File: config.mk
export PLATFORM = sky130hd
export DESIGN_NAME = ddr2_cmd_arbiter_flat
export DESIGN_NICKNAME = d
export VERILOG_FILES = /design/src/rtl/ddr2_cmd_arbiter_pkg.sv /design/src/rtl/ddr2_cmd_arbiter_if.sv /design/src/rtl/ddr2_aref_timer.sv /design/src/rtl/ddr2_cmd_arbiter.sv /design/src/flat_wrapper.sv
export SDC_FILE = /design/constraint.sdc
export NUM_CORES = 1
export LEC_CHECK = 0
export CAP_MARGIN = 20
export CORE_MARGIN = 10
export CORE_UTILIZATION = 38
export DETAILED_ROUTE_END_ITERATION = 7
export PLACE_DENSITY_LB_ADDON = 0.08
export SLEW_MARGIN = 5
export SYNTH_ARGS = -nofsm -noshare
export SYNTH_HDL_FRONTEND = slang
export SYNTH_SLANG_ARGS = --single-unit
File: constraint.sdc
create_clock -name clk -period 1.9 [get_ports clk]
set_clock_uncertainty 0.1 [all_clocks]
set_input_delay 0.57 -clock clk [delete_from_list [all_inputs] [get_ports clk]]
set_output_delay 0.57 -clock clk [all_outputs]
set_load 0.01 [all_outputs]
File: src/rtl/ddr2_cmd_arbiter_pkg.sv
// Shared definitions for the DDR2 command arbiter: command encodings,
// FSM state encoding and default bus widths.
package ddr2_cmd_arbiter_pkg;

  localparam int ADDR_BITS_DEF = 14;
  localparam int BA_BITS_DEF   = 3;

  // {cs_n, ras_n, cas_n, we_n}
  localparam logic [3:0] CMD_LM   = 4'b0000;
  localparam logic [3:0] CMD_AREF = 4'b0001;
  localparam logic [3:0] CMD_PRE  = 4'b0010;
  localparam logic [3:0] CMD_ACT  = 4'b0011;
  localparam logic [3:0] CMD_WR   = 4'b0100;
  localparam logic [3:0] CMD_RD   = 4'b0101;
  localparam logic [3:0] CMD_NOP  = 4'b0111;

  typedef enum logic [2:0] {
    S_INIT  = 3'd0,
    S_IDLE  = 3'd1,
    S_AREF  = 3'd2,
    S_WRITE = 3'd3,
    S_READ  = 3'd4
  } state_t;

endpackage

File: src/rtl/ddr2_cmd_arbiter_if.sv
// Requester and DRAM-pin bundle around the command arbiter; the arbiter
// sits on the slave side, requesters and pins on the master side.
interface ddr2_cmd_arbiter_if
  import ddr2_cmd_arbiter_pkg::*;
#(
  parameter int ADDR_BITS = ADDR_BITS_DEF,
  parameter int BA_BITS   = BA_BITS_DEF
);

  logic                 init_end;
  logic                 init_cke;
  logic [3:0]           init_cmd;
  logic [BA_BITS-1:0]   init_ba;
  logic [ADDR_BITS-1:0] init_addr;

  logic                 aref_end;
  logic [3:0]           aref_cmd;
  logic [BA_BITS-1:0]   aref_ba;
  logic [ADDR_BITS-1:0] aref_addr;

  logic                 wr_req;
  logic                 wr_end;
  logic [3:0]           wr_cmd;
  logic [BA_BITS-1:0]   wr_ba;
  logic [ADDR_BITS-1:0] wr_addr;

  logic                 rd_req;
  logic                 rd_end;
  logic [3:0]           rd_cmd;
  logic [BA_BITS-1:0]   rd_ba;
  logic [ADDR_BITS-1:0] rd_addr;

  logic                 aref_req;
  logic                 aref_en;
  logic                 wr_en;
  logic                 rd_en;
  logic                 ddr_cke;
  logic [3:0]           ddr_cmd;
  logic [BA_BITS-1:0]   ddr_ba;
  logic [ADDR_BITS-1:0] ddr_addr;
  logic                 ref_overrun;

  modport slave (
    input  init_end, init_cke, init_cmd, init_ba, init_addr,
    input  aref_end, aref_cmd, aref_ba, aref_addr,
    input  wr_req, wr_end, wr_cmd, wr_ba, wr_addr,
    input  rd_req, rd_end, rd_cmd, rd_ba, rd_addr,
    output aref_req, aref_en, wr_en, rd_en,
    output ddr_cke, ddr_cmd, ddr_ba, ddr_addr, ref_overrun
  );

  modport master (
    output init_end, init_cke, init_cmd, init_ba, init_addr,
    output aref_end, aref_cmd, aref_ba, aref_addr,
    output wr_req, wr_end, wr_cmd, wr_ba, wr_addr,
    output rd_req, rd_end, rd_cmd, rd_ba, rd_addr,
    input  aref_req, aref_en, wr_en, rd_en,
    input  ddr_cke, ddr_cmd, ddr_ba, ddr_addr, ref_overrun
  );

endinterface

File: src/rtl/ddr2_aref_timer.sv
// Periodic auto-refresh request generator with a sticky overrun flag for
// a refresh period that expires before the previous refresh was granted.
module ddr2_aref_timer
  import ddr2_cmd_arbiter_pkg::*;
#(
  parameter int REF_INTERVAL = 3120
) (
  input  logic clk,
  input  logic rst_n,
  input  logic i_en,
  input  logic i_clr,
  output logic o_aref_req,
  output logic o_ref_overrun
);

  localparam int CNT_W = (REF_INTERVAL > 1) ? $clog2(REF_INTERVAL) : 1;

  logic [CNT_W-1:0] r_cnt;
  logic             r_aref_req;
  logic             r_overrun;
  logic             w_wrap;

  assign w_wrap = i_en && (r_cnt == CNT_W'(REF_INTERVAL - 1));

  always_ff @(posedge clk or negedge rst_n) begin
    if (!rst_n) begin
      r_cnt      <= '0;
      r_aref_req <= 1'b0;
      r_overrun  <= 1'b0;
    end else begin
      if (!i_en || w_wrap) r_cnt <= '0;
      else                 r_cnt <= r_cnt + 1'b1;
      // A new period outranks the grant-side clear arriving in the same cycle.
      if (w_wrap)     r_aref_req <= 1'b1;
      else if (i_clr) r_aref_req <= 1'b0;
      if (w_wrap && r_aref_req && !i_clr) r_overrun <= 1'b1;
    end
  end

  assign o_aref_req    = r_aref_req;
  assign o_ref_overrun = r_overrun;

endmodule

File: src/rtl/ddr2_cmd_arbiter.sv
// DDR2 command-bus owner: init passthrough, then fixed-priority grant of
// refresh / write / read with all pin outputs registered.
module ddr2_cmd_arbiter
  import ddr2_cmd_arbiter_pkg::*;
#(
  parameter int ADDR_BITS    = ADDR_BITS_DEF,
  parameter int BA_BITS      = BA_BITS_DEF,
  parameter int REF_INTERVAL = 3120
) (
  input logic              clk,
  input logic              rst_n,
  ddr2_cmd_arbiter_if.slave bus
);

  state_t               r_state, w_state_next;
  logic                 r_cke, w_cke_next;
  logic [3:0]           r_cmd, w_cmd_next;
  logic [BA_BITS-1:0]   r_ba, w_ba_next;
  logic [ADDR_BITS-1:0] r_addr, w_addr_next;
  logic                 r_aref_en, w_aref_en_next;
  logic                 r_wr_en, w_wr_en_next;
  logic                 r_rd_en, w_rd_en_next;
  logic                 w_aref_req;
  logic                 w_ref_overrun;

  ddr2_aref_timer #(.REF_INTERVAL(REF_INTERVAL)) u_aref_timer (
    .clk          (clk),
    .rst_n        (rst_n),
    .i_en         (r_state != S_INIT),
    .i_clr        (r_aref_en),
    .o_aref_req   (w_aref_req),
    .o_ref_overrun(w_ref_overrun)
  );

  always_ff @(posedge clk or negedge rst_n) begin
    if (!rst_n) begin
      r_state   <= S_INIT;
      r_cke     <= 1'b0;
      r_cmd     <= CMD_NOP;
      r_ba      <= '0;
      r_addr    <= '0;
      r_aref_en <= 1'b0;
      r_wr_en   <= 1'b0;
      r_rd_en   <= 1'b0;
    end else begin
      r_state   <= w_state_next;
      r_cke     <= w_cke_next;
      r_cmd     <= w_cmd_next;
      r_ba      <= w_ba_next;
      r_addr    <= w_addr_next;
      r_aref_en <= w_aref_en_next;
      r_wr_en   <= w_wr_en_next;
      r_rd_en   <= w_rd_en_next;
    end
  end

  always_comb begin
    w_state_next = r_state;
    case (r_state)
      S_INIT:  if (bus.init_end) w_state_next = S_IDLE;
      S_IDLE: begin
        if (w_aref_req)      w_state_next = S_AREF;
        else if (bus.wr_req) w_state_next = S_WRITE;
        else if (bus.rd_req) w_state_next = S_READ;
      end
      S_AREF:  if (bus.aref_end) w_state_next = S_IDLE;
      S_WRITE: if (bus.wr_end)   w_state_next = S_IDLE;
      S_READ:  if (bus.rd_end)   w_state_next = S_IDLE;
      default: w_state_next = S_INIT;
    endcase
  end

  always_comb begin
    w_cke_next  = 1'b1;
    w_cmd_next  = CMD_NOP;
    w_ba_next   = '0;
    w_addr_next = '0;
    case (r_state)
      S_INIT: begin
        w_cke_next  = bus.init_cke;
        w_cmd_next  = bus.init_cmd;
        w_ba_next   = bus.init_ba;
        w_addr_next = bus.init_addr;
      end
      S_AREF: begin
        w_cmd_next  = bus.aref_cmd;
        w_ba_next   = bus.aref_ba;
        w_addr_next = bus.aref_addr;
      end
      S_WRITE: begin
        w_cmd_next  = bus.wr_cmd;
        w_ba_next   = bus.wr_ba;
        w_addr_next = bus.wr_addr;
      end
      S_READ: begin
        w_cmd_next  = bus.rd_cmd;
        w_ba_next   = bus.rd_ba;
        w_addr_next = bus.rd_addr;
      end
      default: ;
    endcase
    // Grants fire only on the IDLE exit, so each pulse marks a state's first cycle.
    w_aref_en_next = (r_state == S_IDLE) && (w_state_next == S_AREF);
    w_wr_en_next   = (r_state == S_IDLE) && (w_state_next == S_WRITE);
    w_rd_en_next   = (r_state == S_IDLE) && (w_state_next == S_READ);
  end

  assign bus.aref_req    = w_aref_req;
  assign bus.aref_en     = r_aref_en;
  assign bus.wr_en       = r_wr_en;
  assign bus.rd_en       = r_rd_en;
  assign bus.ddr_cke     = r_cke;
  assign bus.ddr_cmd     = r_cmd;
  assign bus.ddr_ba      = r_ba;
  assign bus.ddr_addr    = r_addr;
  assign bus.ref_overrun = w_ref_overrun;

endmodule

File: src/flat_wrapper.sv
// flat-port wrapper written by rule: the top's interface ports become plain ports
module ddr2_cmd_arbiter_flat import ddr2_cmd_arbiter_pkg::*;
#(
  parameter int ADDR_BITS    = ADDR_BITS_DEF,
  parameter int BA_BITS      = BA_BITS_DEF,
  parameter int REF_INTERVAL = 3120
)
  (clk, rst_n, bus_init_end, bus_init_cke, bus_init_cmd, bus_init_ba, bus_init_addr, bus_aref_end, bus_aref_cmd, bus_aref_ba, bus_aref_addr, bus_wr_req, bus_wr_end, bus_wr_cmd, bus_wr_ba, bus_wr_addr, bus_rd_req, bus_rd_end, bus_rd_cmd, bus_rd_ba, bus_rd_addr, bus_aref_req, bus_aref_en, bus_wr_en, bus_rd_en, bus_ddr_cke, bus_ddr_cmd, bus_ddr_ba, bus_ddr_addr, bus_ref_overrun);
  ddr2_cmd_arbiter_if #(.ADDR_BITS(ADDR_BITS), .BA_BITS(BA_BITS)) bus_i ();
  input logic clk;
  input logic rst_n;
  input wire logic [$bits(bus_i.init_end)-1:0] bus_init_end;
  input wire logic [$bits(bus_i.init_cke)-1:0] bus_init_cke;
  input wire logic [$bits(bus_i.init_cmd)-1:0] bus_init_cmd;
  input wire logic [$bits(bus_i.init_ba)-1:0] bus_init_ba;
  input wire logic [$bits(bus_i.init_addr)-1:0] bus_init_addr;
  input wire logic [$bits(bus_i.aref_end)-1:0] bus_aref_end;
  input wire logic [$bits(bus_i.aref_cmd)-1:0] bus_aref_cmd;
  input wire logic [$bits(bus_i.aref_ba)-1:0] bus_aref_ba;
  input wire logic [$bits(bus_i.aref_addr)-1:0] bus_aref_addr;
  input wire logic [$bits(bus_i.wr_req)-1:0] bus_wr_req;
  input wire logic [$bits(bus_i.wr_end)-1:0] bus_wr_end;
  input wire logic [$bits(bus_i.wr_cmd)-1:0] bus_wr_cmd;
  input wire logic [$bits(bus_i.wr_ba)-1:0] bus_wr_ba;
  input wire logic [$bits(bus_i.wr_addr)-1:0] bus_wr_addr;
  input wire logic [$bits(bus_i.rd_req)-1:0] bus_rd_req;
  input wire logic [$bits(bus_i.rd_end)-1:0] bus_rd_end;
  input wire logic [$bits(bus_i.rd_cmd)-1:0] bus_rd_cmd;
  input wire logic [$bits(bus_i.rd_ba)-1:0] bus_rd_ba;
  input wire logic [$bits(bus_i.rd_addr)-1:0] bus_rd_addr;
  output wire logic [$bits(bus_i.aref_req)-1:0] bus_aref_req;
  output wire logic [$bits(bus_i.aref_en)-1:0] bus_aref_en;
  output wire logic [$bits(bus_i.wr_en)-1:0] bus_wr_en;
  output wire logic [$bits(bus_i.rd_en)-1:0] bus_rd_en;
  output wire logic [$bits(bus_i.ddr_cke)-1:0] bus_ddr_cke;
  output wire logic [$bits(bus_i.ddr_cmd)-1:0] bus_ddr_cmd;
  output wire logic [$bits(bus_i.ddr_ba)-1:0] bus_ddr_ba;
  output wire logic [$bits(bus_i.ddr_addr)-1:0] bus_ddr_addr;
  output wire logic [$bits(bus_i.ref_overrun)-1:0] bus_ref_overrun;
  assign bus_i.init_end = bus_init_end;
  assign bus_i.init_cke = bus_init_cke;
  assign bus_i.init_cmd = bus_init_cmd;
  assign bus_i.init_ba = bus_init_ba;
  assign bus_i.init_addr = bus_init_addr;
  assign bus_i.aref_end = bus_aref_end;
  assign bus_i.aref_cmd = bus_aref_cmd;
  assign bus_i.aref_ba = bus_aref_ba;
  assign bus_i.aref_addr = bus_aref_addr;
  assign bus_i.wr_req = bus_wr_req;
  assign bus_i.wr_end = bus_wr_end;
  assign bus_i.wr_cmd = bus_wr_cmd;
  assign bus_i.wr_ba = bus_wr_ba;
  assign bus_i.wr_addr = bus_wr_addr;
  assign bus_i.rd_req = bus_rd_req;
  assign bus_i.rd_end = bus_rd_end;
  assign bus_i.rd_cmd = bus_rd_cmd;
  assign bus_i.rd_ba = bus_rd_ba;
  assign bus_i.rd_addr = bus_rd_addr;
  assign bus_aref_req = bus_i.aref_req;
  assign bus_aref_en = bus_i.aref_en;
  assign bus_wr_en = bus_i.wr_en;
  assign bus_rd_en = bus_i.rd_en;
  assign bus_ddr_cke = bus_i.ddr_cke;
  assign bus_ddr_cmd = bus_i.ddr_cmd;
  assign bus_ddr_ba = bus_i.ddr_ba;
  assign bus_ddr_addr = bus_i.ddr_addr;
  assign bus_ref_overrun = bus_i.ref_overrun;
  ddr2_cmd_arbiter #(.ADDR_BITS(ADDR_BITS), .BA_BITS(BA_BITS), .REF_INTERVAL(REF_INTERVAL)) u_core (.clk(clk), .rst_n(rst_n), .bus(bus_i));
endmodule
; Yosys cells after proc, flatten, opt, wreduce, memory -nomap -nowiden
; Index checks and enable logic that the tools add are counted.
[classes]
n_addsub = 1
mux = 15
reduce_logical = 12
eq_ne = 8
[op_table]
columns = operator, count
row1 = $pmux W14 S4, 1
row2 = $mux W3, 7
row3 = $pmux W4 S4, 1
row4 = $pmux W3 S5, 1
row5 = $add A12 B1 Y12 const B, 1
row6 = $eq A12 B12 Y1 const B, 1
row7 = $eq A3 B2 Y1 const B, 4
row8 = $mux W12, 1
row9 = $pmux W3 S4, 1
row10 = $eq A3 B3 Y1 const B, 2
row11 = $logic_and A1 B1 Y1, 6
row12 = $eq A3 B1 Y1 const B, 1
row13 = $logic_not A3 Y1, 1
row14 = $mux W1, 3
row15 = $reduce_bool A3 Y1, 1
row16 = $logic_not A1 Y1, 2
row17 = $reduce_bool A2 Y1, 1
row18 = $logic_or A1 B1 Y1, 1
[word_totals]
regBits = 42
in_bits = 93
word_cells = 47
output_inout_bits = 27

; Longest topological paths before layout
; Gate-level depths: netlist (run 1).
[depth]
ltp_word = 6
depth_mapped = 7
mapped_depth_nobuf = 5

; Modules after synthesis
; Synthesis (run 1) repeated with hierarchy kept, for this count alone.
[hier_totals]
hier_cells = 191
hier_area_um2 = 2109.5
[by_module_without_submodules]
columns = module, area_each_um2, n_inst, cells_each
row1 = ddr2_cmd_arbiter, 1428.9, 1, 128
row2 = ddr2_aref_timer, 680.7, 1, 63

; Worst setup path after synthesis (run 1)
; OpenSTA, ideal clock, no wires.
[synth_path]
path_type = register -> register
from = register u_core.u_aref_timer.r_cnt[9]
to = register u_core.u_aref_timer.r_cnt[10]
slack_ns = 0.201
required_time_ns = 1.672
setup_time_ns = 0.128
path_buffers = 0
t_arrival_ns = 1.472
path_stages_with_launch = 5
period_less_slack_ns = 1.699
cell_sequence = dfrtp_1 > or4_1 > or3_4 > o21ai_4 > nor2_1
[synth_via]
elab_chain_cells = 4
word_cells_on_any_way = 5
cone_classes = 1 x add/sub / 1 x eq/ne / 1 x mux / 2 x reduce/logical
[synth_rtl]
columns = item, line_no
row1 = start: declaration, ddr2_aref_timer.sv:18  ; logic [CNT_W-1:0] r_cnt;
row2 = start signal: assignment, ddr2_aref_timer.sv:32  ; else r_cnt <= r_cnt + 1'b1;
row3 = branches (longest 3 deep; another with $add A12 B1 Y12), -
row4 = $mux W12 *, ddr2_aref_timer.sv:31  ; if (!i_en || w_wrap) r_cnt <= '0;
; Mark *: on every way between the ends.
; A chain may end at the register's enable or synchronous reset.

; Final worst setup path (run 1)
[layout_path]
from = register u_core.r_addr[1] (netlist: u_core.bus.ddr_addr[1])
to = output port bus_ddr_addr[1]
[layout_lines]
columns = item, line_no
row1 = start: declaration, ddr2_cmd_arbiter.sv:19  ; logic [ADDR_BITS-1:0] r_addr, w_addr_next;
row2 = start signal: assignment, ddr2_cmd_arbiter.sv:50  ; r_addr <= w_addr_next;
row3 = end: declaration, flat_wrapper.sv:38  ; output wire logic [$bits(bus_i.ddr_addr)-1:0] bus_ddr_addr;
; No word-level cell between the ends.

==> results of run 1 <==
-- sequential cells by signal, indices dropped and copies added (netlist names) --
signal,cells
u_core.bus.aref_en,1
u_core.bus.ddr_addr,14
u_core.bus.ddr_ba,3
u_core.bus.ddr_cke,1
u_core.bus.ddr_cmd,4
u_core.bus.rd_en,1
u_core.bus.wr_en,1
u_core.r_state,3
u_core.u_aref_timer.o_aref_req,1
u_core.u_aref_timer.o_ref_overrun,1
u_core.u_aref_timer.r_cnt,12
-- worst paths after layout --
kind,slack (ps),endpoint
max in group asynchronous,1110,u_core.r_state[2]
worst min-delay path,110,u_core.bus.ddr_ba[0]
worst max register to register,100,u_core.u_aref_timer.r_cnt[0]
worst min register to register,410,u_core.u_aref_timer.o_ref_overrun
worst max-delay path,50,bus_ddr_addr[1]
min in group clk,410,u_core.u_aref_timer.o_ref_overrun
-- cells in the final DEF (no fill, tap or decap), drive strengths merged, types with 3 or more instances in the layout --
cell             n
a221o           18
a22o            19
a32oi            3
buf             11
clkbuf           7
clkdlybuf4s50  111
dfrtp           39
dfstp            3
dlygate4sd2      6
inv             10
mux2i            8
nand3            4
nor2            17
nor3             4
xnor2            8
-- cell families (layout without fill, tap and decap cells) --
family | after synthesis | after routing
AOI/OAI and AO/OA | 52 | 52
DFF | 42 | 42
and+or+nand+nor | 39 | 39
buffers and inverters | 20 | 147
xor gates and xnor gates | 9 | 9
muxes | 8 | 8
adders and majority gates | 1 | 1
-- per-layer routing --
metal	global-route usage [%]	part of all wire [%]	routed length [µm]
met2	27.45	52	3516
met1	17.47	41	2753
met5	0	0	0
met3	5.488	6.5	438
met4	3.470	0.87	59
-- metrics by stage --
step | hold WS [ps] | instances | worst slack [ps] | area (µm²) | util [%]
2_1_floorplan | 174.4 | 171 | 200.9 | 2021 | -
6_report | 106.8 | 368 | 49.24 | 3411 | 66.36
3_3_place_gp | 374.6 | 360 | 135.6 | 3324 | 64.68
4_1_cts | 122.6 | 368 | 11.30 | 3408 | 66.31
5_1_grt | 142.4 | 368 | 2.668 | 3411 | 66.36
3_5_place_dp | 395.9 | 360 | 89.76 | 3324 | 64.68
-- final cells by class --
cell class,count,share of cell area (%)
tap,70,2.568
clock inverter,1,0.1467
inverter,10,1.101
timing repair buffer,129,37.20
multi-input combinational,109,25.53
sequential,42,30.92
clock buffer,7,2.531
-- report_power, final --
group          switching [mW]  internal [mW]
Clock                   0.295          0.293
Sequential              0.116           1.18
Combinational           0.844           1.00
Total                    1.26           2.48
-- what timing repair did --
action,in CTS,in global routing
endpoints found under the setup margin,6,1
hold buffers,0,0
gates resized for setup,6,1
==> flow_summary.toml, run 1 <==
[synthesis]
synthMostInstantiatedCell = "dfrtp_1"
synth-adder-area-share_pct = 0.6192
synth_area_um2 = 2021
synth_mux_area_share_pct = 3.963
synth_compound_area_share_pct = 24.09
synth_xor_area_share_pct = 3.901
yosysTopAreaCellShare_pct = 48.30
post-synth-top-area-cell = "dfrtp_1"
yosysWarnings = 0
yosysSeqAreaShare_pct = 52.20
synth_cell_type_count = 40
synthFlopType = "dfrtp_1"
synth_top_family_by_area = "compound AO/OA/AOI/OAI gates"
avgSynthCellArea_um2 = 11.82
synth.area.top_cells = "dfrtp_1, a221o_1, a22o_1"
yosys.area_share.simple_pct = 10.53
syn_inst = 171
syn_nets = 265
ys_top_cells_by_count = "dfrtp_1, a22o_1, a221o_1"
async_flop_share_pct = 100.0
synth_seq_cells = 42
synth_edf_count = 0

[outcome]
status = "finished clean"

[finish]
antennaDiodeCount = 0
regArea_um2 = 1055
drive_gt1_share_pct = 9.396
area_growth_pct = 68.79
multi_input_area_um2 = 870.8
layout.nets = 391
fillers = 434

[cts]
path_clk_slew_ps = 80
numCtsBuffers = 5
cts.sinks = 42
cts_buffer_depth = 2
htree_levels = 2
worstSkewPairLatency_ps = 290
cts_setup_buffers = 0
cts_tree = "built"
clock-root-buffer = "clkbuf_8"

[timing]
fmax_ghz = 0.5403
timing.final.crit_share_pct = 97.41
fin_crit_ps = 1851
worst_slew_pin_slew_ps = 473.0
slew_viol_final = 0
slew_headroom_pct = 68.39
finalHoldViolations = 0
setup_viol = 0
rsz0062_at_grt = "no"
fin_setup_tns_ps = 0

[worst_setup_path]
cp_num_cells = 1
worst-path-buf-inv = 1
crit_type = "reg -> out"
path_cells = "clkdlybuf4s50_1"
reg2reg_depth = 4
crit_path_max_incr_delay_ps = 550
cp.arrival_ps = 1180
cp-end-kind = "primary output"
crit_start = "u_core.bus.ddr_addr[1]"
cp_max_fo = 1
timing.rr.start = "u_core.u_aref_timer.r_cnt[9]"
cp_top_family = "buffers and inverters"
startpoint_type = "register"
critPathSlowestCell = "clkdlybuf4s50_1"
crit_required_ps = 1230

[die]
die_x_um = 92.92
io_pins = 120
initial_core_util_pct = 39.31
core_um2 = 5140
die_y_um = 92.92
dieArea_um2 = 8634
placementRows = 26

[power_and_ir_drop]
leakage_nw = 1.441
power.density_nw_per_um2 = 1095
ir_worst_vdd_mv = 0.8176
power_mw = 3.736

[global_routing]
antenna_found_initial = 0
grt_pass1_wl_mm = 10.64
grt_pass1_vias = 2013
grt.total_usage_pct = 15.53
grt_overflow = 0
grt_max_degree = 27

[route]
drc = 0
antenna_left = 0
vias = 1836
first_pass_iters = 4
wire_per_inst_um = 18.39
drtIter0Drc = 63
drt_wl_total_mm = 6.768
avgViaCountPerCell = 4.989

[placed_design]
portBuffers = 119
place_congestion = 0.8305
dp_hpwl_mm = 5.383

[run]
maxCapViolCount = 0

[min_path]
hp-class = "in -> async"
Note: power is estimated with default switching activity, not from simulation.
==> inputs of run 2 (changes only) <==
ABC_AREA = 1   (was default)
CORE_UTILIZATION = 39   (was 38)
==> flow_summary.toml, run 2 <==
[die]
initial_core_util_pct = 39.87
core_um2 = 5439
placementRows = 27
die_x_um = 94.57
die_y_um = 94.57
io_pins = 120
dieArea_um2 = 8943

[finish]
final_common_cell = "clkdlybuf4s50_1"
fillers = 498
utilization_pct = 65.75
antennaDiodeCount = 0
drive_gt1_share_pct = 7.519
layout.nets = 492
layout.cells.non_filler = 471
largest_reg_flops = 14
final_cell_mix = "clkdlybuf4s50_1, nand2_1, nand3_1"
area_growth_pct = 64.92

[cts]
worstSkewPairLatency_ps = 300
cts_setup_buffers = 0
clock-root-buffer = "clkbuf_8"
cts.sinks = 42
numCtsBuffers = 5
htree_levels = 2
cts_buffer_depth = 2
cts_hold_buffers = 0
cts_tree = "built"
path_clk_slew_ps = 80

[synthesis]
synth_seq_cells = 42
avgSynthCellArea_um2 = 7.828
async_flop_share_pct = 100.0
synth_area_um2 = 2168
syn_nets = 371
synth.area.top_cells = "dfrtp_1, nand2_1, nand3_1"
yosysTopAreaCellShare_pct = 45.01
synth_edf_count = 0
post-synth-top-area-cell = "dfrtp_1"
synth_cell_type_count = 25
synthFlopType = "dfrtp_1"
yosysWarnings = 0
syn_inst = 277
ys_top_cells_by_count = "nand2_1, nand3_1, dfrtp_1"
synthMostInstantiatedCell = "nand2_1"
yosysSeqAreaShare_pct = 48.64

[worst_setup_path]
cp-end-kind = "primary output"
cp_top_family = "buffers and inverters"
rrSetupSlack_ps = 370
timing.rr.start = "u_core.u_aref_timer.r_cnt[0]"
cp_num_cells = 1
crit_required_ps = 1230
cp.arrival_ps = 1180
path_cells = "clkdlybuf4s50_1"
cp_max_fo = 1
crit_path_max_incr_delay_ps = 550
crit_type = "reg -> out"
endpoint = "bus_ddr_addr[7]"
startpoint_type = "register"
crit_start = "u_core.bus.ddr_addr[7]"
reg2reg_depth = 7
worst-path-buf-inv = 1
critPathSlowestCell = "clkdlybuf4s50_1"
timing.rr.end = "u_core.u_aref_timer.r_cnt[11]"

[global_routing]
grt_pass1_wl_mm = 12.09
grt_overflow = 0
grt_pass1_vias = 2515
antenna_found_initial = 0
grt_max_degree = 43
grt.total_usage_pct = 17.40

[timing]
slew_headroom_pct = 79.57
fin_setup_tns_ps = 0
setup_viol = 0
rsz0062_at_grt = "no"
slew_viol_final = 0
fmax_ghz = 0.5392
fin_crit_ps = 1855
worst_slew_pin_slew_ps = 306.5
finalWorstSetupSlack_ps = 45.26
timing.final.crit_share_pct = 97.62
finalHoldViolations = 0

[placed_design]
dp.cells = 463
place_congestion = 0.8086
dp_hpwl_mm = 5.885
portBuffers = 119
dp_worst_setup_slack_ps = 180.2

[power_and_ir_drop]
clkPwrFrac_pct = 18.5
internal_power_mw = 2.504
p_sw_mw = 1.530
ir_worst_vdd_mv = 0.5008
p_seq_share_pct = 33.0
p_comb_share_pct = 48.5
leakage_nw = 1.629
p_sw_share_pct = 37.93
power_mw = 4.035
power.density_nw_per_um2 = 1128

[min_path]
hp-class = "in -> async"

[route]
drtIter0Drc = 77
wire_per_inst_um = 16.15
antenna_left = 0
drt_wl_total_mm = 7.609
drc = 0
avgViaCountPerCell = 4.926
vias = 2320
first_pass_iters = 4

[outcome]
status = "finished clean"

[run]
maxCapViolCount = 0
[run 2: changes by cell type in the layout (fill, tap and decap cells not counted), sizes merged, moves of 4 or more]
cell,previous run,this run
a221o,18,0
a22o,19,0
dlymetal6s2s,1,5
inv,10,23
mux2i,8,0
nand2,2,75
nand3,4,49
nand4,1,23
nor2,17,29
o21ai,2,6
xnor2,8,1
[run 2: power by group through the flow]
stage	combinational, mW	sequential [mW]	clock (mW)
global placement	2.00	1.35	0
detailed placement	2.00	1.35	0
floorplan	0.922	1.45	0
CTS	1.99	1.34	0.756
finish	1.96	1.33	0.748
global route	2.16	1.36	0.798
[run 2: worst min path at each step]
stage / start / to / cells after the start
final: rst_n / u_core.bus.rd_en / 2
after CTS: rst_n / u_core.bus.ddr_addr[3] / 2
after global routing: rst_n / u_core.bus.rd_en / 2
after floorplan: rst_n / u_core.bus.aref_en / 0
after detailed placement: u_core.u_aref_timer.o_ref_overrun / u_core.u_aref_timer.o_ref_overrun / 2
after global placement: u_core.u_aref_timer.o_ref_overrun / u_core.u_aref_timer.o_ref_overrun / 2
[run 2: cell type report]
class                   count  area [µm²]  area share, %
well taps                  72       90.09          2.519
clock buffers               7       86.33          2.414
inverters                  23       86.33          2.414
repair buffers            128        1272          35.58
clock inverters             1       30.03         0.8397
flip-flops and latches     42        1055          29.50
multi-input cells         198       955.9          26.73
[run 2: cells by family after synthesis]
group,Yosys count,share of synthesized area (%)
compound gates,11,3.058
xor+xnor,4,1.616
fa+ha+maj,1,0.5769
buf+inv,37,7.271
flops,42,48.64
simple gates,182,38.83
[run 2: per-stage QoR]
| stage | instance area, µm² | hold WS [ps] |
|---|---|---|
| final | 3576 | 137.1 |
| after global routing | 3576 | 156.9 |
| after CTS | 3563 | 146.5 |
| after detailed placement | 3453 | 354.5 |
| after global placement | 3453 | 348.4 |
| after floorplan | 2168 | 174.4 |
[run 2: routing by layer]
layer	up-vias	share of wire (%)	GRT usage, %
li1	1156	-	-
met1	1080	37	17.74
met2	72	50	29.81
met3	12	11	8.644
met4	0	2.2	7.107
met5	-	0	0
[run 2: what timing repair did]
action,in CTS,in global routing
pin swaps,0,0
resized for setup,5,5
setup endpoints to repair,5,5
